`src/rtl/ps2_rx_framer.sv`:
```
// ps2_rx_framer: PS/2 device-to-host receiver; synchronises and deglitches the lines, frames 11-bit packets
module ps2_rx_framer #(
   parameter int FILTER_LEN = 4,
   parameter int TIMEOUT = 50000
) (
   input  logic       clk,
   input  logic       i_nrst,
   input  logic       i_ps2_clk,
   input  logic       i_ps2_dat,
   output logic       o_bit_en,
   output logic       o_bit_dat,
   output logic [7:0] o_data,
   output logic       o_valid,
   output logic       o_err,
   output logic       o_busy
);
   localparam int FW = $clog2(FILTER_LEN + 1);
   localparam int TW = $clog2(TIMEOUT + 1);
   typedef enum logic [1:0] {IDLE, DATA, PARITY, STOP} state_t;
   state_t        state;
   logic [1:0]    ck_sync, dt_sync;
   logic [FW-1:0] fcnt;
   logic          fclk, fclk_d;
   logic [TW-1:0] tcnt;
   logic [2:0]    bcnt;
   logic [7:0]    shreg;
   logic          par;
   logic          dat, fall;
   assign dat = dt_sync[1];
   assign fall = fclk_d & ~fclk;
   assign o_busy = state != IDLE;
   always_ff @(posedge clk or negedge i_nrst) begin
      if (!i_nrst) begin
         ck_sync <= 2'b11;
         dt_sync <= 2'b11;
         fcnt <= '0;
         fclk <= 1'b1;
         fclk_d <= 1'b1;
      end else begin
         ck_sync <= {ck_sync[0], i_ps2_clk};
         dt_sync <= {dt_sync[0], i_ps2_dat};
         fclk_d <= fclk;
         if (fcnt == FW'(FILTER_LEN)) begin
            fclk <= ck_sync[1];
            fcnt <= '0;
         end else
            fcnt <= (ck_sync[1] != fclk) ? fcnt + 1'b1 : '0;
      end
   end
   always_ff @(posedge clk or negedge i_nrst) begin
      if (!i_nrst) begin
         state <= IDLE;
         bcnt <= '0;
         tcnt <= '0;
         shreg <= '0;
         par <= 1'b0;
         o_data <= '0;
         o_valid <= 1'b0;
         o_err <= 1'b0;
         o_bit_en <= 1'b0;
         o_bit_dat <= 1'b0;
      end else begin
         o_valid <= 1'b0;
         o_err <= 1'b0;
         o_bit_en <= 1'b0;
         tcnt <= (state == IDLE || fall) ? '0 : tcnt + 1'b1;
         if (fall) begin
            case (state)
               IDLE: begin
                  if (!dat) begin
                     state <= DATA;
                     bcnt <= '0;
                  end
               end
               DATA: begin
                  shreg <= {dat, shreg[7:1]};
                  o_bit_en <= 1'b1;
                  o_bit_dat <= dat;
                  bcnt <= bcnt + 1'b1;
                  if (bcnt == 3'd7) state <= PARITY;
               end
               PARITY: begin
                  par <= dat;
                  state <= STOP;
               end
               default: begin
                  if (dat && (^shreg ^ par)) begin
                     o_data <= shreg;
                     o_valid <= 1'b1;
                  end else
                     o_err <= 1'b1;
                  state <= IDLE;
               end
            endcase
         end else if (state != IDLE && tcnt == TW'(TIMEOUT - 1)) begin
            o_err <= 1'b1;
            state <= IDLE;
         end
      end
   end
endmodule

```
`config.mk`:
```
export PLATFORM = sky130hd
export DESIGN_NAME = ps2_rx_framer
export DESIGN_NICKNAME = d
export VERILOG_FILES = /design/src/rtl/ps2_rx_framer.sv
export SDC_FILE = /design/constraint.sdc
export NUM_CORES = 1
export LEC_CHECK = 0
export ABC_AREA = 1
export ABC_CLOCK_PERIOD_IN_PS = 1500
export CAP_MARGIN = 20
export CORE_MARGIN = 2
export CORE_UTILIZATION = 50
export CTS_CLUSTER_SIZE = 40
export DETAILED_ROUTE_END_ITERATION = 10
export GPL_ROUTABILITY_DRIVEN = 0
export HOLD_SLACK_MARGIN = 0.08
export MAX_ROUTING_LAYER = met4
export PLACE_DENSITY = 0.72
export SKIP_CTS_REPAIR_TIMING = 1
export SLEW_MARGIN = 20
export SYNTH_ARGS = -nofsm -noshare
export SYNTH_HDL_FRONTEND = slang
export SYNTH_SLANG_ARGS = --single-unit
```
`constraint.sdc`:
```
create_clock -name clk -period 1.5 [get_ports clk]
set_input_delay 0.15 -clock clk [delete_from_list [all_inputs] [get_ports clk]]
set_output_delay 0.15 -clock clk [all_outputs]
set_load 0.03 [all_outputs]
```
* Word-level counts from Yosys, hierarchy flattened
Index checks and enable logic that the tools add are counted.
** Storage, ports and cells
- Output and inout port bits :: 13
- Flip-flop bits (word level) :: 51
** Cells by class
- Add/subtract/negate cells :: 3
- Reduce and logical (&&, ||, !) cells :: 14
- Bitwise operators :: 4
- Multiplexer cells :: 19
- Eq/ne operators :: 9
** Operators with widths (count)
- $add 16x1->16 const B :: 1
- $eq 16x16->1 const B :: 1
- $mux 16 :: 1
- $mux 1 :: 9
- $mux 3 :: 3
- $reduce_and 3->1 :: 3
- $mux 2 :: 4
- $reduce_xor 8->1 :: 1
- $add 3x1->3 const B :: 2
- $eq 3x3->1 const B :: 2
- $ne 3x3->1 const B :: 2
- $pmux 2 s3 :: 1
- $pmux 3 s2 :: 1
- $reduce_bool 2->1 :: 3
- $reduce_and 2->1 :: 2
- $reduce_or 3->1 :: 1
- $eq 2x1->1 const B :: 1
- $eq 2x2->1 const B :: 1
- $logic_and 1x1->1 :: 2
- $logic_not 2->1 :: 1
- $ne 2x2->1 const B :: 1
- $not 1->1 :: 2
- $and 1x1->1 :: 1
- $logic_or 1x1->1 :: 1
- 2 further kinds :: 2

* Logic depth before layout (Yosys ltp)
Gate-level depths: netlist (run 1).
- Depth in word-level cells :: 6
- Gate-level depth with buffers :: 12

* Worst setup path before layout (run 1)
No wires, ideal clock.
- Kind :: reg-to-reg
- Start :: register state[0]
- End :: register state[0]
- Setup slack :: 38 ps
- Stages on the path, launching flop included :: 9
- Path buffers :: 0
- Data required time :: 1366 ps
- Arrival :: 1328 ps
- Cells stage by stage :: dfrtp_1 > inv_1 > ha_1 > nor2_2 > nand3_1 > nand2_1 > o31ai_1 > nand2_1 > o21ai_1
** Between the ends
- Longest elaborated chain between the ends :: 4
- Elaborated cells between the ends (all ways) :: 11
- Those cells by class :: eq/ne: 4; mux: 2; reduce/logical: 5
** Ends and longest elaborated chain
- from (decl) :: line 20 : state_t state;
- from (signal assigned) :: line 52 : state <= IDLE;
- from (signal assigned) :: line 71 : state <= DATA;
- from (signal assigned) :: line 80 : if (bcnt == 3'd7) state <= PARITY;
- parallel branches: the longest is 4 deep, another holds $ne 3x3->1
Several ways; the timed one is not identified.
A chain may end at the register's enable or synchronous reset.

* Worst setup path in the final report (run 1)
- Start :: register shreg[6]
- End :: register o_data[6]
** Between the ends
- Longest elaborated chain between the ends :: 4
** Ends and longest elaborated chain
- from (decl) :: line 26 : logic [7:0] shreg;
- from (signal assigned) :: line 76 : shreg <= {dat, shreg[7:1]};
- $reduce_xor 8->1 :: line 87 : if (dat && (^shreg ^ par)) begin
- $xor 1x1->1 :: line 87
- $logic_and 1x1->1 :: line 87
- $reduce_and 3->1 (no source line)
- to (signal assigned) :: line 88 : o_data <= shreg;
- to (decl) :: line 12 : output logic [7:0] o_data,
Several ways; a longest one is shown, not always the timed one.

==> results of run 1 <==
## cell usage in the layout (no fill, tap or decap), types with 2 or more instances in the layout
cell type,instances
nor3_1,6
nand3_4,5
ha_1,8
inv_2,13
xnor2_1,2
nand4_1,12
nand3_1,9
nand2_1,57
dlymetal6s2s_1,9
clkbuf_8,6
o21ai_1,3
a21oi_1,6
nand2_4,9
nor2_1,22
inv_1,29
dfrtp_2,6
dfstp_2,6
buf_6,2
nand4_4,2
nor2_2,4
o21ai_2,3
nor2_4,7
buf_12,2
dfrtp_1,38
buf_4,16
o21ai_0,15
clkdlybuf4s50_1,5
nand2_2,19
## kinds of logic (layout without fill, tap and decap cells)
kind of cell	Yosys count	after routing
flip-flops	50	50
buffers and inverters	45	87
AO/OA/AOI/OAI	32	32
XOR/XNOR	3	3
adder cells (fa/ha/maj)	10	10
AND/OR/NAND/NOR	153	155
multiplexers	1	1
## worst max-delay path, cell delays in order, from the launching register on
cell and delay, ns:
dfrtp_2 0.41, inv_1 0.08, nand2_1 0.08, nand2_1 0.07, nand2_2 0.11, nand2_4 0.09, nand2_4 0.11, nand2_4 0.06
nand2_4 0.09, nand4_4 0.15, nand2_2 0.10, nand2_1 0.05
## final cells by class
class	instances	share of cell area
multi-input cells	201	0.401
flip-flops and latches	50	0.386
repair buffers	36	0.110
inverters	43	0.0500
clock buffers	7	0.0263
well taps	67	0.0256
clock inverters	1	0.00153
## metal layers
layer,track usage,wire length (um)
met1,0.227,2250
met2,0.282,2310
met3,0.0407,203
met4,0.0714,107
met5,-,0
## path summary, 6_finish.rpt
kind,to,cells past startpoint
worst max-delay path,o_data[6]$_DFFE_PN0P_,11
worst min-delay path,ck_sync[0]$_DFF_PN1_,1
worst max register to register,o_data[6]$_DFFE_PN0P_,11
max in group asynchronous,fclk_d$_DFF_PN1_,3
min in group asynchronous,dt_sync[0]$_DFF_PN1_,2
worst min register to register,dt_sync[1]$_DFF_PN1_,0
## registers in the layout, summed over array words and instances, names as in the netlist, 2 cells and up
name	flops
state	2
shreg	7
fcnt	3
o_data	8
bcnt	3
ck_sync	2
dt_sync	2
tcnt	16
## where the power goes
| group | total [mW] | switching (mW) | leakage [nW] | internal, mW |
|---|---|---|---|---|
| Combinational | 2.00 | 1.23 | 0.977 | 0.772 |
| Clock | 0.799 | 0.427 | 0.0482 | 0.373 |
| Sequential | 1.69 | 0.157 | 0.662 | 1.54 |
## metrics by stage
step                      utilization  hold WS (ns)  total power [mW]
after global routing            0.690         0.249              4.80
final                           0.690         0.250              4.49
after global placement          0.585         0.143              2.94
after floorplan                     -        -0.146              2.61
after CTS                       0.604        -0.188              3.79
after detailed placement        0.585         0.145              2.98
==> summary.md, run 1 <==
| Metric | Value |
|---|---|
| Routed len/inst | `about 12 um` |
| R2R setup slack | `-0.006 ns` |
| Final Cycle Share | `1.00` |
| H-tree depth | `2` |
| CP Launch Type | `register` |
| Slew HR | `0.780` |
| VDD IR max | `0.701 mV` |
| Hold Path Class | `input port to register` |
| Post-synth EDFFs | `0` |
| Setup total negative slack | `-0.00645 ns` |
| Die ar. | `between 5000 and 6000 um^2` |
| Synthesized net count | `a little over 300` |
| RSZ-0062 raised after global routing | `yes` |
| Post-synth cell types | `28` |
| Slack of the critical path | `-0.00645 ns` |
| Slew Limit Fails | `0` |
| CP endpoint kind | `register` |
| Die Ht | `around 74 um` |
| Area leader, netlist | `dfrtp_1` |
| First-pass GRT wire length | `roughly 7400 um` |
| Fmax | `around 0.66 GHz` |
| Post-synthesis mux area share | `0.00454` |
| Critical path arrival | `between 1.5 and 2 ns` |
| Worst r2r src | `shreg[6]$_DFFE_PN0P_` |
| Fill cells | `about 400` |
| Core Region | `4750 um^2` |
| Reg clk slew, reported paths | `around 0.090 ns` |
| Post-route minimum period | `between 1.5 and 2 ns` |
| Ys flop type | `dfrtp_1` |
| Cells after DPL | `approximately 380` |
| Worst Tran Pin Value | `around 0.33 ns` |
| Syn_area_per_cell | `between 8 and 9 um^2` |
| Die width | `approximately 74 um` |
| Area Overhead vs Synth | `32.4%` |
| #FFs+latches synth | `50` |
| WP data required | `1.70 ns` |
| Final ANT Viol Nets | `0` |
| CTS tree | `built` |
| Area of the multi-input gates | `1320 um^2` |
| Status | `complete, but fails checks` |
| Pin count of the biggest net entering global routing | `33` |
| Crit path launch | `shreg[6]$_DFFE_PN0P_` |
| Syn. warnings | `0` |
| DRT Pass-1 Iters | `4` |
| Area contributors post-synth | `dfrtp_1 44%, nand2_1 12%, dfstp_2 6.4%` |
| Wirelength, routed | `a little under 5000 um` |
| Failing checks | `setup timing` |
| Maxcap violations | `0` |
| Total gr overflow | `0` |
| Worst skew pair latency | `0.30 ns` |
| Synth Area in Compound Gates | `0.0687` |
| Design area | `3280 um^2` |
| Hpwl dp | `3150 um` |
| Mapped Cells | `294` |
| Pre-CTS setup slack | `-0.0217 ns` |
| Final #Nets | `351` |
| DRC Markers | `0` |
| Initial antenna violation count | `0` |
| Final Hold Viols | `0` |
| Post-synth top cells | `79 x nand2_1, 44 x dfrtp_1, 38 x inv_1` |
| Crit path max fanout | `5` |
| Mapped Area | `roughly 2500 um^2` |
| Final Skew | `around 0.0078 ns` |
| Register Area | `between 1000 and 1500 um^2` |
| Hold Crit Start | `i_ps2_clk` |
| Final setup viols | `1` |
| Setup Crit Path Kind | `register to register` |
| Number of inserted diodes | `0` |
| Top-count cell post-synth | `nand2_1` |
| Fraction of layout cells with a size suffix above 1 | `0.328` |
| Non-Filler Instances | `around 410` |
| Placed inst area | `roughly 2800 um^2` |
| Post-Synth Simple-Gate Area | `0.288` |
| Power per cell area | `approximately 1400 nW/um^2` |
| Starting Density | `0.521` |
| Inserted Clock Buffers | `5` |
| CTS Sinks | `50` |
| Vias in the first global route | `1,745` |
| Post-Synth Adder-Cell Area | `0.0505` |
| Buffers on Ports | `16` |
| Yosys top cell area share | `0.444` |
| First DRT Iteration DRCs | `between 150 and 200` |
| Row count | `25` |
| Vias | `~2,000` |
| Lkg Pwr | `1.69 nW` |
| Largest family of logic cells by synthesized area | `simple AND/OR/NAND/NOR gates` |
| CTS root buf | `clkbuf_8` |
| Sequential element share of the synthesized area | `0.508` |
| I/O Pins | `17` |
| Vias per Instance | `between 5 and 6` |
| Clock Path Buffers | `2` |
| Xor-xnor portion of the synthesized cell area | `0.0106` |
| GRT Util Overall | `0.180` |
| FFs w/ async S/R, synth | `1.00` |
Note: power is estimated with default switching activity, not from simulation.
==> run 2: changes to the inputs <==
--- a/config.mk
+++ b/config.mk
@@ -13,7 +13,6 @@
 export CTS_CLUSTER_SIZE = 40
 export DETAILED_ROUTE_END_ITERATION = 10
 export GPL_ROUTABILITY_DRIVEN = 0
-export HOLD_SLACK_MARGIN = 0.08
 export MAX_ROUTING_LAYER = met4
 export PLACE_DENSITY = 0.72
 export SKIP_CTS_REPAIR_TIMING = 1
==> results of run 2 <==
No change in the layout: final DEF, timing and power equal those of run 1.
==> edit 1, RTL diff (config.mk and constraints of run 1) <==
The parameter `FILTER_LEN` goes from 4 to 2.
--- a/src/rtl/ps2_rx_framer.sv
+++ b/src/rtl/ps2_rx_framer.sv
@@ -1,6 +1,6 @@
 // ps2_rx_framer: PS/2 device-to-host receiver; synchronises and deglitches the lines, frames 11-bit packets
 module ps2_rx_framer #(
-   parameter int FILTER_LEN = 4,
+   parameter int FILTER_LEN = 2,
    parameter int TIMEOUT = 50000
 ) (
    input  logic       clk,
Function: changed (a bounded check fails within 10 cycles, from zero or initial values and one cycle with i_nrst low).
==> edit 1 against run 1 <==
The run still ends with setup timing left. Worst setup slack worse by 0.098 ns. Highest routed layer unchanged. Sequential share of layout area shrank 0.69 points. Synthesized area shrank 3.8%. Count of clock-buffer cells in the layout grew 1. Routed wire length grew 13%. Sequential cell count decreased by 1. Design area shrank 0.38%. Worst hold slack better by 0.0054 ns. Total power rose by 6.7%. Clock skew up 0.0029 ns.
==> edit 1: results <==
{
  "grt_pass1_wl_mm": 7.78,
  "synthTopCellsByArea": "dfrtp_1 (45%), nand2_1 (13%), dfstp_2 (6.6%), inv_1 (5.7%), ha_1 (4.7%)",
  "p_switching_mw": 1.97,
  "setup_slack_ns": -0.105,
  "run_status": "finished, violations left",
  "wl_met3_um": 269,
  "dp_cells": 363,
  "met1_usage": 0.249,
  "syn-num-nets": 295,
  "layout.cells.non_filler": 394,
  "ys_top_cells_by_count": "nand2_1 (80), dfrtp_1 (43), inv_1 (36), o21ai_0 (20), nor2_1 (17)",
  "gr-usage-met2": 0.308,
  "wl_met1_mm": 2.47,
  "arrival_ns": 1.78,
  "post-place-ws_ns": -0.0575,
  "nFillCells": 342,
  "dp_hpwl_mm": 3.25,
  "grtUsageMet3": 0.0497,
  "grt_pass1_vias": 1795,
  "finalSetupViolations": 10,
  "ys_seq_area_frac": 0.518,
  "final.setup.tns_ns": -0.312,
  "peakVddDrop_v": 0.00120,
  "fin_worst_skew_ns": 0.0107,
  "nets": 352,
  "critPathMaxStageDelay_ns": 0.47,
  "leakage_nw": 1.70,
  "cpMaxStageDelayCell": "dfrtp_1",
  "synth_cell_type_count": 26,
  "grt_max_degree": 50,
  "violations": "setup timing",
  "drt_iter0_drc": 146,
  "swShare": 0.411,
  "pg_comb_mw": 2.34,
  "routed-wl-met2_mm": 2.71,
  "grt_usage": 0.195
}
## edit 1: changes by cell type after synthesis, moves of 2 or more
cell	run 1	this run
a21oi_1	7	16
nor2_1	25	17
clkbuf_1	0	2
inv_1	38	36
inv_2	5	3
nand2_2	5	3
nand3_1	13	11
o21ai_0	18	20
o21ai_1	3	1
## edit 1: area by class of cell
| cell class | count | share of cell area |
|---|---|---|
| multi-input combinational | 193 | 0.387 |
| clock buffer | 8 | 0.0276 |
| tap | 54 | 0.0207 |
| sequential | 49 | 0.379 |
| inverter | 39 | 0.0448 |
| timing repair buffer | 51 | 0.141 |
## edit 1: worst register-to-register path, delay by kind of cell, from the launching register on
family / cells / cell delay [ns]
flops: 1 / 0.47
buf+inv: 1 / 0.10
simple gates: 10 / 0.92
## edit 1: metrics by stage
stage | area (um2) | hold WS [ns] | utilization
after floorplan | 2380 | -0.146 | -
after global placement | 2710 | 0.158 | 0.581
after detailed placement | 2710 | 0.155 | 0.581
after CTS | 2800 | -0.179 | 0.600
after global routing | 3270 | 0.237 | 0.701
final | 3270 | 0.255 | 0.701
## edit 1: worst paths after layout
path	from	to	depth (start not counted)
min	i_ps2_dat	dt_sync[0]	1
min reg2reg	ck_sync[0]	ck_sync[1]	0
min in group asynchronous	i_nrst	tcnt[14]	3
max	shreg[2]	o_err	11
max reg2reg	shreg[2]	o_err	11
max in group asynchronous	i_nrst	dt_sync[1]	3
## edit 1: cell families after synthesis
| family | count (synthesis) | share of synthesized area |
|---|---|---|
| buffers and inverters | 42 | 0.0677 |
| AND/OR/NAND/NOR | 140 | 0.273 |
| XOR/XNOR | 2 | 0.00735 |
| AO/OA/AOI/OAI | 40 | 0.0871 |
| flip-flops | 49 | 0.518 |
| adder cells (fa/ha/maj) | 9 | 0.0472 |
==> edit 2, RTL diff (settings of run 1) <==
Without the edit above. Register the output `o_data` once more, with the module's reset; this adds one clock of latency there. The other outputs are not delayed to match.
--- a/src/rtl/ps2_rx_framer.sv
+++ b/src/rtl/ps2_rx_framer.sv
@@ -17,6 +17,8 @@
    localparam int FW = $clog2(FILTER_LEN + 1);
    localparam int TW = $clog2(TIMEOUT + 1);
    typedef enum logic [1:0] {IDLE, DATA, PARITY, STOP} state_t;
+
+   logic [7:0] o_data_s0;
    state_t        state;
    logic [1:0]    ck_sync, dt_sync;
    logic [FW-1:0] fcnt;
@@ -54,7 +56,7 @@
          tcnt <= '0;
          shreg <= '0;
          par <= 1'b0;
-         o_data <= '0;
+         o_data_s0 <= '0;
          o_valid <= 1'b0;
          o_err <= 1'b0;
          o_bit_en <= 1'b0;
@@ -85,7 +87,7 @@
                end
                default: begin
                   if (dat && (^shreg ^ par)) begin
-                     o_data <= shreg;
+                     o_data_s0 <= shreg;
                      o_valid <= 1'b1;
                   end else
                      o_err <= 1'b1;
@@ -98,5 +100,13 @@
          end
       end
    end
+   always_ff @(posedge clk or negedge i_nrst) begin
+      if (!i_nrst) begin
+         o_data <= '0;
+      end else begin
+         o_data <= o_data_s0;
+      end
+   end
+
 endmodule
 
Behaviour: no difference found for any inputs over 10 cycles, from zero or initial values and one cycle with i_nrst low; that may be too few to reach the edited logic, so the function may still have changed.
==> edit 2 against run 1 <==
The run still ends with setup timing left. Worst setup slack lost 0.025 ns. Sequential cell count grew 8. Design area grew 7.9%. Critical path depth grew 1. Routed wire length grew 14%. Count of clock-buffer cells in the layout grew 2. Total power grew 37%. Clock power grew 98%. Synthesized area grew 9.2%. Highest routed layer unchanged.
==> edit 2: results <==
{
  "run_status": "finished, violations left",
  "violations": "setup timing",
  "peakVddDrop_v": 0.000904,
  "htree_levels": 3,
  "wl_met3_um": 179,
  "buffers_excl_clock": 44,
  "p_switching_mw": 2.43,
  "synth_seq_cells": 58,
  "routed-wl-met2_mm": 2.72,
  "clk_pin_slew_ns": 0.07,
  "n_clock_buffer": 9,
  "drt_iter0_drc": 119,
  "num_vias": 2136,
  "wl_met1_mm": 2.58,
  "synth_cell_type_count": 33,
  "clk_latency_ns": 0.33,
  "layout.cells.non_filler": 434,
  "grt_max_degree": 59,
  "synthMuxAreaShare": 0.00416,
  "finalSetupViolations": 1,
  "fin_worst_skew_ns": 0.0112,
  "routedWlPerCell_um": 12.8,
  "multi_input_gates": 204,
  "cpMaxStageDelayCell": "dfrtp_1",
  "grt_pass1_vias": 1885,
  "syn-num-nets": 319,
  "dr.pass1.iters": 6,
  "synth_compound_area_frac": 0.0684,
  "setup_slack_ns": -0.0319,
  "seq_share": 0.413,
  "dp_cells": 400
}
[edit 2: worst paths after layout]
check / from / to / slack, ns / cells after the start
worst max-delay path: shreg[2] / o_err / -0.03 / 12
worst min-delay path: i_ps2_dat / dt_sync[0] / 0.22 / 1
worst max register to register: shreg[2] / o_err / -0.03 / 12
worst min register to register: dt_sync[0] / dt_sync[1] / 0.36 / 0
max in group asynchronous: i_nrst / fclk_d / 0.84 / 3
min in group asynchronous: i_nrst / tcnt[13] / 0.35 / 3
[edit 2: through the flow]
| step | setup TNS (ns) | power [mW] |
|---|---|---|
| final | -0.0319 | 6.17 |
| after global routing | -1.38 | 6.60 |
| after CTS | -0.375 | 5.52 |
| after detailed placement | -0.126 | 3.93 |
| after global placement | 0 | 3.87 |
| after floorplan | 0 | 3.43 |
[edit 2: per-layer routing]
layer / global-route usage / vias up
li1: - / 1083
met1: 0.240 / 1006
met2: 0.261 / 39
met3: 0.0593 / 8
met4: 0.0696 / 0
met5: - / -
